**config.mk**
```make
export PLATFORM = sky130hd
export DESIGN_NAME = fft_butterfly_r2
export DESIGN_NICKNAME = d
export VERILOG_FILES = /design/src/rtl/fft_pkg.sv /design/src/rtl/fixed_point_multiplier.sv /design/src/rtl/fft_butterfly_r2.sv
export SDC_FILE = /design/constraint.sdc
export NUM_CORES = 1
export LEC_CHECK = 0
export ABC_AREA = 1
export BUFFER_PORTS_ARGS = -buffer_cell sky130_fd_sc_hd__buf_2
export CAP_MARGIN = 20
export CORE_MARGIN = 1
export CORE_UTILIZATION = 55
export CTS_BUF_LIST = sky130_fd_sc_hd__clkbuf_4
export CTS_CLUSTER_DIAMETER = 200
export DETAILED_ROUTE_END_ITERATION = 8
export GPL_TIMING_DRIVEN = 0
export HOLD_SLACK_MARGIN = 0.06
export PLACE_DENSITY = 0.77
export SLEW_MARGIN = 5
export SYNTH_ARGS = -nofsm -noshare
export SYNTH_HDL_FRONTEND = slang
export SYNTH_SLANG_ARGS = --single-unit
```
**constraint.sdc**
```tcl
create_clock -name clk -period 8.7 [get_ports clk]
set_input_delay 0.435 -clock clk [delete_from_list [all_inputs] [get_ports clk]]
set_output_delay 0.435 -clock clk [all_outputs]
set_load 0.02 [all_outputs]
```
**src/rtl/fft_pkg.sv**
```systemverilog
// Shared definitions for the radix-2 FFT butterfly: saturation bounds, FSM
// states, multiply-slot encodings and the symmetric 16-bit saturator.
package fft_pkg;

    localparam logic [15:0] SAT_MAX = 16'h7FFF;
    localparam logic [15:0] SAT_MIN = 16'h8001;

    typedef enum logic [2:0] {
        IDLE    = 3'd0,
        ISSUE   = 3'd1,
        WAIT    = 3'd2,
        COMBINE = 3'd3,
        OUTPUT  = 3'd4
    } state_t;

    // Order of the four real products that make up W*B.
    typedef enum logic [1:0] {
        MUL_RR = 2'd0,  // w_re * b_re
        MUL_II = 2'd1,  // w_im * b_im
        MUL_RI = 2'd2,  // w_re * b_im
        MUL_IR = 2'd3   // w_im * b_re
    } mul_idx_t;

    // Symmetric clamp to [-32767, 32767], same range as the multiplier output.
    function automatic logic [15:0] sat16(input logic signed [16:0] v);
        if (v > 17'sd32767)
            return SAT_MAX;
        else if (v < -17'sd32767)
            return SAT_MIN;
        else
            return v[15:0];
    endfunction

endpackage

```
**src/rtl/fixed_point_multiplier.sv**
```systemverilog
// Shared signed 16x16 fixed-point multiplier: one-cycle latency, rescales the
// product to EXP_WIDTH_PRODUCT fractional bits (floor) and saturates symmetrically.
module fixed_point_multiplier #(
    parameter int EXP_WIDTH_A       = 14,
    parameter int EXP_WIDTH_B       = 5,
    parameter int EXP_WIDTH_PRODUCT = 5
) (
    input  logic               clk,
    input  logic               rst_n,
    input  logic               enable,
    input  logic signed [15:0] a,
    input  logic signed [15:0] b,
    output logic signed [15:0] product,
    output logic               done
);

    localparam int SHIFT = EXP_WIDTH_A + EXP_WIDTH_B - EXP_WIDTH_PRODUCT;

    logic signed [31:0] full;
    logic signed [31:0] scaled;
    logic signed [15:0] sat;

    // NOTE: every variable assigned in always_comb gets a value on every path, so no latch is inferred.
    always_comb begin
        full   = 32'(a) * 32'(b);
        scaled = full >>> SHIFT;
        if (scaled > 32'sd32767)
            sat = 16'sh7FFF;
        else if (scaled < -32'sd32767)
            sat = -16'sd32767;
        else
            sat = scaled[15:0];
    end

    // NOTE: sequential state uses non-blocking assignments so every register sees pre-edge values.
    always_ff @(posedge clk or negedge rst_n) begin
        if (!rst_n) begin
            product <= '0;
            done    <= 1'b0;
        end else begin
            done <= enable;
            if (enable)
                product <= sat;
        end
    end

endmodule

```
**src/rtl/fft_butterfly_r2.sv**
```systemverilog
// Radix-2 DIT butterfly: X = A + W*B, Y = A - W*B, with W*B built from four
// real multiplies time-multiplexed over one shared fixed_point_multiplier.
module fft_butterfly_r2
    import fft_pkg::*;
#(
    parameter int DATA_FRAC = 5,
    parameter int TW_FRAC   = 14,
    parameter bit SCALE     = 1'b0
) (
    input  logic               clk,
    input  logic               rst_n,
    input  logic               in_valid,
    output logic               in_ready,
    input  logic signed [15:0] a_re,
    input  logic signed [15:0] a_im,
    input  logic signed [15:0] b_re,
    input  logic signed [15:0] b_im,
    input  logic signed [15:0] w_re,
    input  logic signed [15:0] w_im,
    output logic               out_valid,
    input  logic               out_ready,
    output logic signed [15:0] x_re,
    output logic signed [15:0] x_im,
    output logic signed [15:0] y_re,
    output logic signed [15:0] y_im
);

    state_t             state;
    mul_idx_t           idx;
    logic               mul_en;
    logic               mul_done;
    logic signed [15:0] mul_a;
    logic signed [15:0] mul_b;
    logic signed [15:0] mul_product;

    logic signed [15:0] a_re_q, a_im_q, b_re_q, b_im_q, w_re_q, w_im_q;
    logic signed [15:0] p_q [4];

    logic signed [16:0] d_re, s_im;
    logic signed [15:0] t_re, t_im;
    logic signed [16:0] xs_re, xs_im, ys_re, ys_im;
    logic signed [15:0] xn_re, xn_im, yn_re, yn_im;

    fixed_point_multiplier #(
        .EXP_WIDTH_A      (TW_FRAC),
        .EXP_WIDTH_B      (DATA_FRAC),
        .EXP_WIDTH_PRODUCT(DATA_FRAC)
    ) u_mul (
        .clk    (clk),
        .rst_n  (rst_n),
        .enable (mul_en),
        .a      (mul_a),
        .b      (mul_b),
        .product(mul_product),
        .done   (mul_done)
    );

    always_comb begin
        mul_a = w_re_q;
        mul_b = b_re_q;
        case (idx)
            MUL_RR:  begin mul_a = w_re_q; mul_b = b_re_q; end
            MUL_II:  begin mul_a = w_im_q; mul_b = b_im_q; end
            MUL_RI:  begin mul_a = w_re_q; mul_b = b_im_q; end
            MUL_IR:  begin mul_a = w_im_q; mul_b = b_re_q; end
            default: ;
        endcase
    end

    // All sums are formed at 17 bits so nothing wraps before saturation/scaling.
    always_comb begin
        d_re  = 17'(p_q[0]) - 17'(p_q[1]);
        s_im  = 17'(p_q[2]) + 17'(p_q[3]);
        t_re  = sat16(d_re);
        t_im  = sat16(s_im);
        xs_re = 17'(a_re_q) + 17'(t_re);
        xs_im = 17'(a_im_q) + 17'(t_im);
        ys_re = 17'(a_re_q) - 17'(t_re);
        ys_im = 17'(a_im_q) - 17'(t_im);
        if (SCALE) begin
            xn_re = xs_re[16:1];
            xn_im = xs_im[16:1];
            yn_re = ys_re[16:1];
            yn_im = ys_im[16:1];
        end else begin
            xn_re = sat16(xs_re);
            xn_im = sat16(xs_im);
            yn_re = sat16(ys_re);
            yn_im = sat16(ys_im);
        end
    end

    // Enable is raised on the edge that enters ISSUE, so it is high for exactly the ISSUE cycle.
    always_ff @(posedge clk or negedge rst_n) begin
        if (!rst_n) begin
            state     <= IDLE;
            idx       <= MUL_RR;
            mul_en    <= 1'b0;
            in_ready  <= 1'b1;
            out_valid <= 1'b0;
            x_re      <= '0;
            x_im      <= '0;
            y_re      <= '0;
            y_im      <= '0;
            a_re_q    <= '0;
            a_im_q    <= '0;
            b_re_q    <= '0;
            b_im_q    <= '0;
            w_re_q    <= '0;
            w_im_q    <= '0;
            for (int i = 0; i < 4; i++)
                p_q[i] <= '0;
        end else begin
            mul_en <= 1'b0;
            case (state)
                IDLE: begin
                    if (in_valid) begin
                        a_re_q   <= a_re;
                        a_im_q   <= a_im;
                        b_re_q   <= b_re;
                        b_im_q   <= b_im;
                        w_re_q   <= w_re;
                        w_im_q   <= w_im;
                        in_ready <= 1'b0;
                        mul_en   <= 1'b1;
                        state    <= ISSUE;
                    end
                end
                ISSUE: state <= WAIT;
                WAIT: begin
                    if (mul_done) begin
                        p_q[idx] <= mul_product;
                        if (idx != MUL_IR) begin
                            idx    <= mul_idx_t'(idx + 2'd1);
                            mul_en <= 1'b1;
                            state  <= ISSUE;
                        end else begin
                            state <= COMBINE;
                        end
                    end
                end
                COMBINE: begin
                    x_re      <= xn_re;
                    x_im      <= xn_im;
                    y_re      <= yn_re;
                    y_im      <= yn_im;
                    out_valid <= 1'b1;
                    state     <= OUTPUT;
                end
                OUTPUT: begin
                    if (out_ready) begin
                        out_valid <= 1'b0;
                        in_ready  <= 1'b1;
                        idx       <= MUL_RR;
                        state     <= IDLE;
                    end
                end
                default: state <= IDLE;
            endcase
        end
    end

endmodule

```
Word-level counts from Yosys, hierarchy flattened:

Cells that the tools add are included.
Widths: inputs -> output; s select.

* add/sub/neg operators: 7
* multipliers: 1
* divide/modulo/power cells: 0
* $lt $le $gt $ge: 16
* equal/unequal tests: 12
* shift-type cells: 0
* mux-type cells: 37
* bitwise gates (word level): 1
* reduce and logical (&&, ||, !) cells: 16

Operators by type and width (count)
* $mux 16: 15
* $gt 17x16->1 const B: 6
* $lt 17x16->1 const B: 6
* $bwmux 64: 1
* $pmux 16 s2: 2
* $add 16x16->17: 3
* $sub 16x16->17: 3
* $demux 16 s2: 1
* $mul 16x16->32: 1
* $gt 18x16->1 const B: 1
* $lt 18x16->1 const B: 1
* $pmux 3 s5: 1
* $mux 3: 3
* $mux 2: 4
* $ne 2x2->1 const B: 4
* $reduce_or 2->1: 4
* $eq 3x2->1 const B: 2
* $mux 1: 6
* $pmux 1 s2: 3
* $reduce_and 2->1: 3
* $reduce_and 3->1: 2
* $reduce_bool 2->1: 3
* $eq 2x2->1 const B: 2
* $pmux 2 s2: 1
* other kinds (12): 12

* register bits: 249
* bits in latches: 0
* RAM bits: 0
* memory bits (read-only): 0
* input port bits: 100
* output and inout port bits: 66
* word-level logic and storage cells: 111
* memories kept: 0

Logic depth before layout (Yosys ltp):

Gate-level depths: netlist of run 1.

* depth in word-level cells: 8
* mapped depth: 40
* gate-level depth less buffers: 39

By module:

From an unflattened synthesis of run 1, not the netlist that was laid out.

* cells, all modules: 3796
* area total of the unflattened synthesis: 27167.3 um^2

By module, submodules not included
* fft_butterfly_r2: times used 1, cells each 2264, area an instance 15745.1 um^2, sequential area each 5806.8 um^2
* fixed_point_multiplier: times used 1, cells each 1532, area an instance 11422.2 um^2, sequential area each 425.4 um^2

Worst setup path before layout of run 1:

No wires, ideal clock.

* path type: register to register
* from: reg idx[0]
* to: reg u_mul.product[12]
* library setup time: 120 ps
* arrival time: 7318 ps
* data required time: 8580 ps
* setup slack: 1262 ps
* stages on the path, launching flop included: 32
* path buffers: 4
* clock period less this slack: 7438 ps
* path through: dfrtp_1 -> inv_1 -> ha_1 -> clkbuf_1 -> clkbuf_1 -> nand2_1 -> o21ai_0 -> clkbuf_1 -> nand2_1 -> fa_1 -> inv_1 -> fa_1 -> fa_1 -> fa_1 -> fa_1 -> inv_1 -> fa_1 -> inv_1 -> ha_1 -> a21oi_1 -> o21ai_0 -> inv_1 -> nor2_1 -> a2111oi_0 -> nand2_2 -> xor2_2 -> and2_1 -> nand2_2 -> nand2_4 -> buf_12 -> nand2_4 -> a21oi_2

* word-level cells in the longest chain between the ends: 7
* elaborated cells on any way between the ends: 15
* those cells by class: mul (1); order compare (2); eq/ne (3); mux (4); reduce/logical (5)

RTL lines
* start: declaration: line fft_butterfly_r2.sv:29 `mul_idx_t idx;`
* start signal: assignment: line fft_butterfly_r2.sv:134 `idx <= mul_idx_t'(idx + 2'd1);`
* $eq 2x2->1, or another cell as far along: line fft_butterfly_r2.sv:61 `case (idx)`
* $reduce_or 2->1 (no source line)
* $pmux 16 s2: line fft_butterfly_r2.sv:61
* $mul 16x16->32 (*): line fixed_point_multiplier.sv:25 `full = 32'(a) * 32'(b);`
* $lt 18x16->1: line fixed_point_multiplier.sv:29 `else if (scaled < -32'sd32767)`
* $mux 16: line fixed_point_multiplier.sv:29
* $mux 16 (*): line fixed_point_multiplier.sv:27 `if (scaled > 32'sd32767)`
* end signal: assignment: line fixed_point_multiplier.sv:43 `product <= sat;`
* end: declaration: line fixed_point_multiplier.sv:13 `output logic signed [15:0] product,`

Mark *: on every way between the ends. The rest lies on a longest branch, timed or not.
A chain may end at the register's enable or synchronous reset.

Final worst setup path of run 1:

* from: reg idx[0]
* to: reg u_mul.product[13]

Same word-level chain as after synthesis.

==> impl_metrics.toml, run 1 <==
[run_status]
status = "finished clean"

[grt]
grt_use_total_pct = 31.4
antenna_found_initial = 2
grt_pass1_wl_um = 116000
grt-ovfl-total = 0
use_met3_pct = 6.74
grt_max_degree = 110
use_met1_pct = 41.4
grt_pass1_vias = 22900
grt.busiest_layer = "met2"
grtUsageMet2_pct = 50.6

[synth]
async_flop_share_pct = 100
ys_ff_latch = 249
syn_nets = 3833
yosysWarnings = 0
synth.avg_cell_area_sq_um = 7.78
syn_inst = 3287
synth_area_sq_mm = 0.0256
ys_types = 64
ys.flop_type = "dfrtp_1"
seq_area_frac_synth_pct = 24.4
synth_edf_count = 0

[worst_setup_path]
rrSetupSlack_ns = 0.39
cpMostUsedCell = "fa_1"
cp.arrival_ns = 9.02
reg2reg_depth = 29
cp-start-kind = "register"
slowest_stage = "o21ai_1"
crit_fanout = 10
worstSetupPathType = "register to register"
end_kind = "register"
r2r-start = "idx[0]$_DFFE_PN0P_"
critPathMaxStageDelay_ns = 0.57
required_ns = 9.41
timing.rr.end = "u_mul.product[13]$_DFFE_PN0P_"

[cts]
cts-buffers-inserted = 68
cts_tree = "built"
clk_path_buf_depth = 3
htreeDepth = 3
clkLatencyLatePin_ns = 0.83
clock_sinks = 249
clkTransAtPathRegs_ns = 0.08
clockRootBuffer = "clkbuf_4"

[layout]
multi_input_area_sq_mm = 0.0166
post-route-util_pct = 64.0
final.fill_count = 3868
drive_gt1_share_pct = 12.4
seq_area_sq_mm = 0.00623
area_delta_synth_final_pct = 14.1
layout_common_cells = "790 x nand2_1, 621 x inv_1, 289 x nor2_1"
mostFrequentLayoutCell = "nand2_1"
layoutNonFillerInstCount = 4274
fin_nets = 4174

[detailed_routing]
vias = 22900
ant_nets = 0
avgViaCountPerCell = 5.36
remaining_drc_errors = 0
routed_wl_um = 71300
wl_per_cell_um = 16.7
drt_iter0_drc = 1951
first_pass_iters = 7

[hold_path]
hold_path.class = "primary input to async pin"

[sta]
max_slew_margin_pct = 36.8
fin_crit_ns = 8.31
hold_slack_ns = 0.0969
tightest_slew_ns = 0.948
fin_crit_sh_pct = 95.5
report.final.slew_viol_count = 0
fin_setup_tns_ns = 0
rsz0062_at_grt = "false"
max_freq_mhz = 120
setup_violations = 0
finClkSkew_ns = 0.0615
hold_viol_final = 0

[placed_design]
gp_congestion = 0.967
dp_hpwl_um = 55900
numPortBuffers = 165
placedCellCount = 4056

[die]
die_width_um = 218
die_y_um = 218
core_area_sq_mm = 0.0456
start_util_pct = 56.1
pin_count = 166
core.rowCount = 78
dieArea_sq_mm = 0.0473

[job]
cap_violations = 0
==> critical path: cells and delay by family (launching register included) <==
kind	cells	cell delay (ns)
AOI/OAI and AO/OA	6	1.66
xor gates and xnor gates	1	0.16
adders and majority gates	8	3.95
buffers and inverters	10	1.60
DFF	1	0.39
and+or+nand+nor	4	0.48
==> cells by family (layout without fill, tap and decap cells) <==
logic type / Yosys count / after routing / synth area share, %
AOI/OAI and AO/OA: 466 / 466 / 10.5
xor gates and xnor gates: 93 / 93 / 3.27
adders and majority gates: 446 / 446 / 29.7
buffers and inverters: 735 / 1119 / 11.1
DFF: 249 / 249 / 24.4
other: 0 / 3 / 0
and+or+nand+nor: 1298 / 1298 / 21.1
==> metrics by stage <==
| step | setup slack, ns | area, sq um |
|---|---|---|
| detailed placement | -0.217 | 27200 |
| CTS | 0.000472 | 29000 |
| finish | 0.392 | 29200 |
| floorplan | 1.26 | 25600 |
| global placement | -0.156 | 27100 |
| global route | 0.0000453 | 29200 |
==> cells in the mapped netlist (4+ instances only) <==
cell / count / share of area, %
clkbuf_1: 66 / 0.97
nor2_1: 290 / 4.3
buf_6: 4 / 0.18
o21ai_1: 45 / 0.88
nand3_1: 94 / 1.8
dfrtp_1: 248 / 24
fa_1: 267 / 21
xnor2_1: 13 / 0.45
nand4_1: 16 / 0.39
o2111ai_1: 5 / 0.17
nand2_1: 790 / 12
inv_1: 623 / 9.1
clkinv_1: 11 / 0.16
o21bai_1: 11 / 0.32
nand2_2: 22 / 0.54
nor3_1: 29 / 0.57
or2_2: 12 / 0.29
buf_2: 14 / 0.27
inv_2: 9 / 0.13
ha_1: 179 / 8.8
a21oi_1: 136 / 2.7
o21ai_0: 181 / 3.5
nor4_1: 6 / 0.15
nand3b_1: 8 / 0.23
o21ai_2: 6 / 0.21
xor2_1: 77 / 2.6
a21o_1: 8 / 0.23
a31oi_1: 13 / 0.32
buf_4: 4 / 0.12
nand2_4: 14 / 0.62
a21oi_2: 35 / 1.2
==> layer usage <==
metal  part of all wire [%]  wire length, um  vias to the layer above
met5                      0                0                        -
met4                    3.4             2460                        0
met3                    7.9             5660                      191
met2                     46            32900                      960
met1                     43            30300                    11000
li1                       -                -                    10800
==> worst max-delay path by stage <==
| stage | start | endpoint | slack, ns | cells past startpoint |
|---|---|---|---|---|
| after global placement | idx[0]$_DFFE_PN0P_ | u_mul.product[14]$_DFFE_PN0P_ | -0.16 | 30 |
| after detailed placement | idx[1]$_DFFE_PN0P_ | u_mul.product[13]$_DFFE_PN0P_ | -0.22 | 30 |
| after floorplan | idx[0]$_DFFE_PN0P_ | u_mul.product[12]$_DFFE_PN0P_ | 1.26 | 31 |
| final | idx[0]$_DFFE_PN0P_ | u_mul.product[13]$_DFFE_PN0P_ | 0.39 | 29 |
| after CTS | idx[0]$_DFFE_PN0P_ | u_mul.product[13]$_DFFE_PN0P_ | 0.0005 | 30 |
| after global routing | idx[0]$_DFFE_PN0P_ | u_mul.product[14]$_DFFE_PN0P_ | 0.00005 | 35 |
==> final cells by class <==
| type | instances | share of cell area, % |
|---|---|---|
| diodes | 3 | 0.0257 |
| plain buffers | 90 | 1.49 |
| clock buffers | 93 | 2.39 |
| clock inverters | 20 | 0.382 |
| inverters | 644 | 8.33 |
| multi-input cells | 2303 | 56.8 |
| flip-flops and latches | 249 | 21.4 |
| well taps | 600 | 2.57 |
| repair buffers | 272 | 6.60 |
==> state kept, by name (all words and copies together) (netlist names), 2 cells and up <==
name	flops
p_q	64
u_mul.product	16
w_im_q	16
y_re	16
b_im_q	16
w_re_q	16
x_im	16
x_re	16
a_im_q	16
idx	2
y_im	16
state	3
b_re_q	16
a_re_q	16
==> timing repair <==
item,in CTS,in global routing
endpoints found under the hold margin,239,0
pin swaps,0,1
gates resized for setup,5,55
setup buffers,0,1
hold buffers,100,0
endpoints found under the setup margin,15,16
Power of run 1 is left out: the tool's default activity adds up to more than one toggle a clock period on the data nets, which glitch-free logic cannot reach.
==> inputs of run 2 (changes only) <==
--- a/config.mk
+++ b/config.mk
@@ -15,7 +15,7 @@
 export DETAILED_ROUTE_END_ITERATION = 8
 export GPL_TIMING_DRIVEN = 0
 export HOLD_SLACK_MARGIN = 0.06
-export PLACE_DENSITY = 0.77
+export PLACE_DENSITY = 0.8
 export SLEW_MARGIN = 5
 export SYNTH_ARGS = -nofsm -noshare
 export SYNTH_HDL_FRONTEND = slang
==> constraint.sdc (replaced) <==
create_clock -name clk -period 7.4 [get_ports clk]
set_input_delay 0.37 -clock clk [delete_from_list [all_inputs] [get_ports clk]]
set_output_delay 0.37 -clock clk [all_outputs]
set_load 0.02 [all_outputs]
==> run 2 against run 1 <==
  * The flow now finishes with violations (DRC, setup timing)
  * Die area did not move
  * Via count rose by 10%
  * Final cell count rose by 2.7%
  * Global-route usage rose by 1.9 points
  * Non-clock buffer count rose by 112
  * Critical path type unchanged
  * Largest cell class unchanged
  * Highest routed layer is now met5
==> impl_metrics.toml, run 2 (same netlist as run 1, synthesis figures left out) <==
[run_status]
status = "finished, violations left"
failed_checks = "DRC, setup timing"

[worst_setup_path]
worstSetupPathType = "register to register"
slowest_stage = "fa_1"
end_kind = "register"
critPathMaxStageDelay_ns = 0.74
reg2reg_depth = 41
cp-start-kind = "register"
required_ns = 8.13
crit_fanout = 10
cp.arrival_ns = 8.47
cpMostUsedCell = "nand2_2"

[layout]
fin_nets = 4289
layoutNonFillerInstCount = 4391
drive_gt1_share_pct = 19.7
largest_reg_flops = 64
mostFrequentLayoutCell = "nand2_1"
area_delta_synth_final_pct = 23.2
top_register = "p_q"
layout_common_cells = "764 x nand2_1, 594 x inv_1, 260 x fa_1"

[placed_design]
dp_hpwl_um = 56400
placedCellCount = 4057
gp_congestion = 0.989
numPortBuffers = 165

[sta]
max_freq_mhz = 129
hold_viol_final = 0
tightest_slew_ns = 1.10
fin_setup_tns_ns = -4.27
setup_violations = 15
setup_ws_ns = -0.344
fin_crit_ns = 7.74
finClkSkew_ns = 0.0996
max_slew_margin_pct = 26.6
fin_crit_sh_pct = 105
report.final.slew_viol_count = 0
hold_slack_ns = 0.0167

[grt]
use_met1_pct = 42.3
grt_pass1_vias = 24100
antenna_found_initial = 5
grt.busiest_layer = "met2"
grt_use_total_pct = 33.3
grt_pass1_wl_um = 123000
grtUsageMet2_pct = 53.3
grt_max_degree = 104
grt-ovfl-total = 0
use_met3_pct = 8.93

[die]
dieArea_sq_mm = 0.0473
core_area_sq_mm = 0.0456
pin_count = 166
core.rowCount = 78
die_width_um = 218
die_y_um = 218
start_util_pct = 56.1

[cts]
clkLatencyLatePin_ns = 0.88
clk_path_buf_depth = 3
clock_sinks = 249
clkTransAtPathRegs_ns = 0.08
cts-buffers-inserted = 68
clockRootBuffer = "clkbuf_4"
htreeDepth = 3
cts_tree = "built"

[hold_path]
hold_path.class = "primary input to async pin"

[detailed_routing]
ant_nets = 0
drt_iter0_drc = 3197
remaining_drc_errors = 1
routed_wl_um = 86700
wl_per_cell_um = 19.7
first_pass_iters = 9
vias = 25300
avgViaCountPerCell = 5.75

[job]
cap_violations = 0
## run 2: changes by cell type in the layout (fill, tap and decap cells not counted), sizes merged
cell,delta
nand2,+1
clkinv,+5
diode,+3
inv,-4
clkbuf,-14
clkinvlp,+3
dlygate4sd3,-1
buf,+121
bufinv,+3
## run 2: path summary, 6_finish.rpt
path                                      from                           end  slack, ns
setup / recovery            idx[1]$_DFFE_PN0P_  u_mul.product[8]$_DFFE_PN0P_      -0.34
hold / removal                           rst_n         b_im_q[7]$_DFFE_PN0P_       0.02
setup reg to reg            idx[1]$_DFFE_PN0P_  u_mul.product[8]$_DFFE_PN0P_      -0.34
hold reg to reg            y_re[1]$_DFFE_PN0P_           y_re[1]$_DFFE_PN0P_       0.48
max in group asynchronous                rst_n           p_q[11]$_DFFE_PN0P_       5.98
min in group clk                       a_re[7]         a_re_q[7]$_DFFE_PN0P_       0.27
## run 2: cell type report
cell class                      instances  area, sq um
Antenna cell                            6         15.0
Buffer                                 89          607
Clock buffer                           87          653
Clock inverter                         25          189
Fill cell                            3295        14100
Inverter                              644         2510
Multi-Input combinational cell       2304        17500
Sequential cell                       249         6230
Tap cell                              600          751
Timing Repair Buffer                  385         3030
Timing Repair inverter                  2         13.8
## run 2: through the flow
stage          worst slack [ns]  area (sq um)  utilization [%]
2_1_floorplan            0.0576         25600                -
3_3_place_gp              -1.55         27100             59.5
6_report                 -0.344         31500             69.1
5_1_grt                  -0.588         31500             69.1
3_5_place_dp              -1.63         27200             59.7
4_1_cts                0.000336         29800             65.4
## run 2: routing by layer
metal  part of all wire [%]  vias up
met2                     44     1734
met5                   0.13        -
met1                     37    11900
met3                     12      570
met4                    6.9        2
li1                       -    11100
## run 2: timing repair
action / in CTS / in global routing
setup endpoints to repair: 16 / 16
setup buffers: 31 / 78
gates cloned: 0 / 10
hold buffers: 99 / 0
gates resized for setup: 163 / 224
pin swaps: 14 / 95
endpoints found under the hold margin: 247 / 0
## run 2: critical path, delay by kind of cell (launching register included)
| kind | cells | cell delay, ns |
|---|---|---|
| AND/OR/NAND/NOR | 18 | 1.73 |
| flip-flops | 1 | 0.43 |
| buffers and inverters | 12 | 1.40 |
| XOR/XNOR | 1 | 0.18 |
| adder cells (fa/ha/maj) | 8 | 3.64 |
| AO/OA/AOI/OAI | 2 | 0.21 |
Power of run 2 is left out for the same reason.
